===== src/rtl/id_ex_stage.sv =====
// ID/EX pipeline register for the 5-stage MIPS core.
// Also detects load-use hazards, inserts bubbles and drives the PC / IF/ID freeze.
module id_ex_stage #(
  parameter int DATA_W = 32,
  parameter int CTRL_W = 10,
  parameter int CNT_W  = 16
) (
  input  logic              clk_i,
  input  logic              rst_i,
  input  logic              flush_i,
  input  logic              hold_i,
  input  logic [4:0]        if_id_rs_i,
  input  logic [4:0]        if_id_rt_i,
  input  logic [4:0]        if_id_rd_i,
  input  logic [DATA_W-1:0] rs_data_i,
  input  logic [DATA_W-1:0] rt_data_i,
  input  logic [DATA_W-1:0] imm_i,
  input  logic [DATA_W-1:0] pc_plus4_i,
  input  logic [CTRL_W-1:0] ctrl_i,
  output logic [4:0]        id_ex_rs_o,
  output logic [4:0]        id_ex_rt_o,
  output logic [4:0]        id_ex_rd_o,
  output logic [DATA_W-1:0] rs_data_o,
  output logic [DATA_W-1:0] rt_data_o,
  output logic [DATA_W-1:0] imm_o,
  output logic [DATA_W-1:0] pc_plus4_o,
  output logic [CTRL_W-1:0] ctrl_o,
  output logic              valid_o,
  output logic              pc_write_o,
  output logic              if_id_write_o,
  output logic [CNT_W-1:0]  stall_cnt_o
);

  localparam int MEM_READ_BIT = 1;

  logic [4:0]        rs_q, rs_d;
  logic [4:0]        rt_q, rt_d;
  logic [4:0]        rd_q, rd_d;
  logic [DATA_W-1:0] rs_data_q, rs_data_d;
  logic [DATA_W-1:0] rt_data_q, rt_data_d;
  logic [DATA_W-1:0] imm_q, imm_d;
  logic [DATA_W-1:0] pc_plus4_q, pc_plus4_d;
  logic [CTRL_W-1:0] ctrl_q, ctrl_d;
  logic              valid_q, valid_d;
  logic [CNT_W-1:0]  stall_cnt_q, stall_cnt_d;

  logic load_use;
  logic cnt_max;

  // A load in EX whose destination is read by the instruction in ID; $0 never counts.
  assign load_use = valid_q & ctrl_q[MEM_READ_BIT] & (rt_q != 5'd0) &
                    ((rt_q == if_id_rs_i) | (rt_q == if_id_rt_i));

  assign pc_write_o    = ~(load_use | hold_i);
  assign if_id_write_o = ~(load_use | hold_i);
  assign cnt_max       = (stall_cnt_q == {CNT_W{1'b1}});

  always_comb begin
    rs_d        = rs_q;
    rt_d        = rt_q;
    rd_d        = rd_q;
    rs_data_d   = rs_data_q;
    rt_data_d   = rt_data_q;
    imm_d       = imm_q;
    pc_plus4_d  = pc_plus4_q;
    ctrl_d      = ctrl_q;
    valid_d     = valid_q;
    stall_cnt_d = stall_cnt_q;

    if (flush_i || !hold_i) begin
      rs_d       = if_id_rs_i;
      rt_d       = if_id_rt_i;
      rd_d       = if_id_rd_i;
      rs_data_d  = rs_data_i;
      rt_data_d  = rt_data_i;
      imm_d      = imm_i;
      pc_plus4_d = pc_plus4_i;
    end

    // Squash beats freeze, freeze beats bubble; only real bubbles are counted.
    if (flush_i) begin
      ctrl_d  = '0;
      valid_d = 1'b0;
    end else if (hold_i) begin
      ctrl_d  = ctrl_q;
      valid_d = valid_q;
    end else if (load_use) begin
      ctrl_d  = '0;
      valid_d = 1'b0;
      if (!cnt_max) begin
        stall_cnt_d = stall_cnt_q + CNT_W'(1);
      end
    end else begin
      ctrl_d  = ctrl_i;
      valid_d = 1'b1;
    end
  end

  always_ff @(posedge clk_i or negedge rst_i) begin
    if (!rst_i) begin
      rs_q        <= '0;
      rt_q        <= '0;
      rd_q        <= '0;
      rs_data_q   <= '0;
      rt_data_q   <= '0;
      imm_q       <= '0;
      pc_plus4_q  <= '0;
      ctrl_q      <= '0;
      valid_q     <= 1'b0;
      stall_cnt_q <= '0;
    end else begin
      rs_q        <= rs_d;
      rt_q        <= rt_d;
      rd_q        <= rd_d;
      rs_data_q   <= rs_data_d;
      rt_data_q   <= rt_data_d;
      imm_q       <= imm_d;
      pc_plus4_q  <= pc_plus4_d;
      ctrl_q      <= ctrl_d;
      valid_q     <= valid_d;
      stall_cnt_q <= stall_cnt_d;
    end
  end

  assign id_ex_rs_o  = rs_q;
  assign id_ex_rt_o  = rt_q;
  assign id_ex_rd_o  = rd_q;
  assign rs_data_o   = rs_data_q;
  assign rt_data_o   = rt_data_q;
  assign imm_o       = imm_q;
  assign pc_plus4_o  = pc_plus4_q;
  assign ctrl_o      = ctrl_q;
  assign valid_o     = valid_q;
  assign stall_cnt_o = stall_cnt_q;

endmodule

===== config.mk =====
export PLATFORM = sky130hd
export DESIGN_NAME = id_ex_stage
export DESIGN_NICKNAME = d
export VERILOG_FILES = /design/src/rtl/id_ex_stage.sv
export SDC_FILE = /design/constraint.sdc
export NUM_CORES = 1
export LEC_CHECK = 0
export BUFFER_PORTS_ARGS = -buffer_cell sky130_fd_sc_hd__buf_4
export CORE_MARGIN = 2
export CORE_UTILIZATION = 35
export CTS_CLUSTER_SIZE = 28
export DETAILED_ROUTE_END_ITERATION = 7
export GPL_TIMING_DRIVEN = 0
export PLACE_DENSITY = 0.71
export SYNTH_ARGS = -nofsm -noshare
export SYNTH_HDL_FRONTEND = slang
export SYNTH_SLANG_ARGS = --single-unit

===== constraint.sdc =====
create_clock -name clk_i -period 4.7 [get_ports clk_i]
set_input_delay 0.235 -clock clk_i [delete_from_list [all_inputs] [get_ports clk_i]]
set_output_delay 0.235 -clock clk_i [all_outputs]
set_load 0.02 [all_outputs]

==> key figures <==
Placed design
  – Port buffer count: about 330
  – RePlAce Congestion: around 0.84
  – DP Area: 0.00951 mm2
  – Post-Place Cells: 1293
  – Dpl hpwl: around 15000 um

Outcome
  – Status: finished clean

Pwr
  – Part of the power in registers: 42.4%
  – Logic pwr share: a little under a fifth
  – Sw Ratio: a little over a quarter
  – Part of the power in the clock network: 39.0%
  – Max VDD drop: 0.000248 V
  – Power density over cell area: ~350 mW/mm2
  – Switch Pwr: between 1 and 1.5 mW
  – LEAKAGE: 5.88 nW
  – Power Internal: 2.82 mW

STA
  – Fmax: between 300 and 400 MHz
  – Fin. Hold Viols: 0
  – Setup TNS: 0 ns
  – Count of pins over their slew limit: 0
  – Endpoints failing setup: 0
  – RSZ-0062 raised after global routing: no
  – Final min period: 2.56 ns
  – Least-Margin Pin Slew: roughly 0.8 ns
  – Hold_ws: just under 0.007 ns
  – Crit share post-route: between 50% and 60%
  – Slew margin rel.: 46.6%
  – Clock skew: 0.00999 ns

GRT
  – Initial antenna violation count: 0
  – Vias in the first global route: roughly 6700
  – First-pass GRT wire length: approximately 34000 um
  – Largest net degree at the start of global routing: between 90 and 100
  – GRT overflow: 0
  – GRT Resource Usage Total: between 20% and 30%

Synth
  – Yosys cell types: 35
  – Synth Net Count: 888
  – Synth Area per Inst: approximately 9.2 um2
  – #FFs+latches synth: 170
  – Async SR Flop Fraction: 100%
  – Number of synthesized flops with an enable pin: 0
  – Most common cell in the netlist: nand2_1
  – Commonest cells in the netlist: 437 x nand2_1, 170 x dfrtp_1, 25 x clkbuf_1
  – Yosys warns: 0
  – Post-Syn Instances: between 700 and 800
  – Synth top area share: between 60% and 70%
  – Synthesized cell area: 0.00672 mm2
  – Sequential-to-total area share from yosys stat: 63.3%
  – Cells taking the most area after synthesis: dfrtp_1 63%, nand2_1 24%, xnor2_1 2.9%
  – Yosys top cell by area: dfrtp_1
  – Top FF cell, synth: dfrtp_1

Setup path
  – Worst-path maximum fanout: 5
  – Slowest cell on crit path: or4_1
  – CP cell instances: or4_1, o211ai_2, inv_2, a21oi_1, buf_4, buf_4
  – FF-to-FF path depth: 5
  – Max stage delay on crit path: just under 0.6 ns
  – WS Path Type: register to output port
  – Startpoint types: register
  – RR Startpoint: id_ex_rt_o[1]
  – Required @ worst endpoint: 4.47 ns
  – Worst EP arrival: approximately 2.3 ns
  – Worst R2R End: stall_cnt_o[1]
  – Worst reg2reg setup slack: about 2.7 ns
  – CP most frequent cell: buf_4
  – CP bufs+invs: 3
  – Crit end category: output port
  – CP top delay family: simple AND/OR/NAND/NOR gates

Clock tree
  – Post-CTS setup buffer count: 0
  – Post-cts resize count: 0
  – Worst-skew pair later-pin latency: 0.42 ns
  – Clk sinks: 170
  – CTS Buf Count: 17
  – Clock transition at path regs: 0.07 ns
  – Clock Path Buffers: 2
  – CTS Hold Bufs: 88
  – TritonCTS clock tree: built
  – H-tree depth: 4
  – Root Driver: clkbuf_16

Die
  – Core area: around 0.019 mm2
  – # rows: 50
  – Die area: between 0.02 and 0.025 mm2
  – Die Ht: between 100 and 150 um
  – Die Wd: 143 um
  – IO Pins: 329
  – Initial core utilization: around 36%

Hold path
  – Depth of the worst hold-timing path: 3
  – HP Class: primary input to register
  – Min-Delay Endpoint: pc_plus4_o[17]
  – Worst hold start: pc_plus4_i[17]

Detailed routing
  – DR iter-0 viols: around 300
  – Total wire length: around 22000 um
  – Final ANT Viol Nets: 0
  – Pre-antenna DRT Iters: 4
  – Drt drc: 0
  – Via Count: ~6500
  – Vias/cell: approximately 4.6
  – DR WL/cell: 15.7 um

Cells and area
  – Multi-input logic area: around 0.0023 mm2
  – Layout cells sized above 1: ~33%
  – Area grow syn2layout: 64.0%
  – Post-Layout Cell Count: 1413
  – Final instance area: roughly 0.011 mm2
  – Finished Core Util: about three fifths
  – Fillers: 1575
  – Final nets: around 1300
  – Antenna cells: 0
  – Seq. cell area: roughly 0.0043 mm2

Flow run
  – Max-Cap Viols: 0
tightest hold or removal path, delay by kind of cell:
family,cells,cell delay (ns)
and+or+nand+nor,2,0.10
buffers and inverters,1,0.08
stage by stage:
step,setup WS (ns),total power [mW]
after floorplan,2.51,1.95
after global placement,2.33,2.31
after detailed placement,2.45,2.33
after CTS,2.12,3.90
after global routing,1.98,4.03
final,2.14,3.87
layout by cell type, fill, tap and decap left out, types with 2 or more instances in the layout:
cell type / n
dfrtp_1: 170
nand2b_1: 2
nor4_1: 3
and2_1: 2
nand3_1: 6
xnor2_1: 22
buf_1: 7
mux2_2: 3
clkinv_2: 2
nor2_1: 2
buf_2: 2
clkbuf_16: 17
clkinvlp_4: 2
a22o_2: 8
bufinv_16: 4
and3_1: 4
clkbuf_1: 26
dlygate4sd3_1: 88
inv_6: 4
buf_4: 328
nand4b_1: 3
nand4_1: 12
buf_6: 2
nand2_1: 437
nor3_1: 2
a22o_1: 2
cell families after synthesis:
logic type / Yosys count / share of synthesized area [%]
muxes: 3 / 0.503
adders and majority gates: 1 / 0.186
xor gates and xnor gates: 23 / 3.00
DFF: 170 / 63.3
and+or+nand+nor: 478 / 28.2
AOI/OAI and AO/OA: 16 / 2.29
buffers and inverters: 39 / 2.49
registers in the layout, indices dropped and copies added (netlist names):
register     cells
rt_data_o       32
rs_data_o       32
ctrl_o          10
imm_o           32
id_ex_rs_o       5
pc_plus4_o      32
id_ex_rd_o       5
id_ex_rt_o       5
valid_o          1
stall_cnt_o     16
how the worst max path moves through the flow:
stage	startpoint	to	slack, ns	cells past startpoint
after floorplan	id_ex_rt_o[1]	pc_write_o	2.51	5
after global placement	rst_i	imm_o[13]	2.33	1
after detailed placement	hold_i	rt_data_o[4]	2.45	7
after CTS	id_ex_rt_o[0]	pc_write_o	2.12	7
after global routing	id_ex_rt_o[0]	pc_write_o	1.98	7
final	id_ex_rt_o[1]	pc_write_o	2.14	6
power groups by stage:
stage / sequential [mW] / combinational, mW / clock (mW)
floorplan: 1.79 / 0.152 / 0
global placement: 1.66 / 0.651 / 0
detailed placement: 1.66 / 0.662 / 0
CTS: 1.64 / 0.722 / 1.54
global route: 1.65 / 0.779 / 1.60
finish: 1.64 / 0.722 / 1.51
metal layers:
metal / track usage, % / wire, um / part of all wire, % / vias up
met5: 0 / 0 / 0 / -
met4: 9.07 / 679 / 3.1 / 0
met3: 5.42 / 1350 / 6.1 / 50
met2: 37.4 / 11400 / 51 / 241
met1: 26.4 / 8820 / 40 / 3110
li1: - / - / - / 3148
final cells by class:
| cell class | instances | area share [%] |
|---|---|---|
| Sequential cell | 170 | 38.6 |
| Timing Repair Buffer | 417 | 30.6 |
| Multi-Input combinational cell | 521 | 20.9 |
| Clock buffer | 19 | 4.02 |
| Tap cell | 234 | 2.66 |
| Clock inverter | 13 | 1.71 |
| Buffer | 37 | 1.45 |
| Inverter | 2 | 0.0681 |
(Power assumes the default switching activity.)
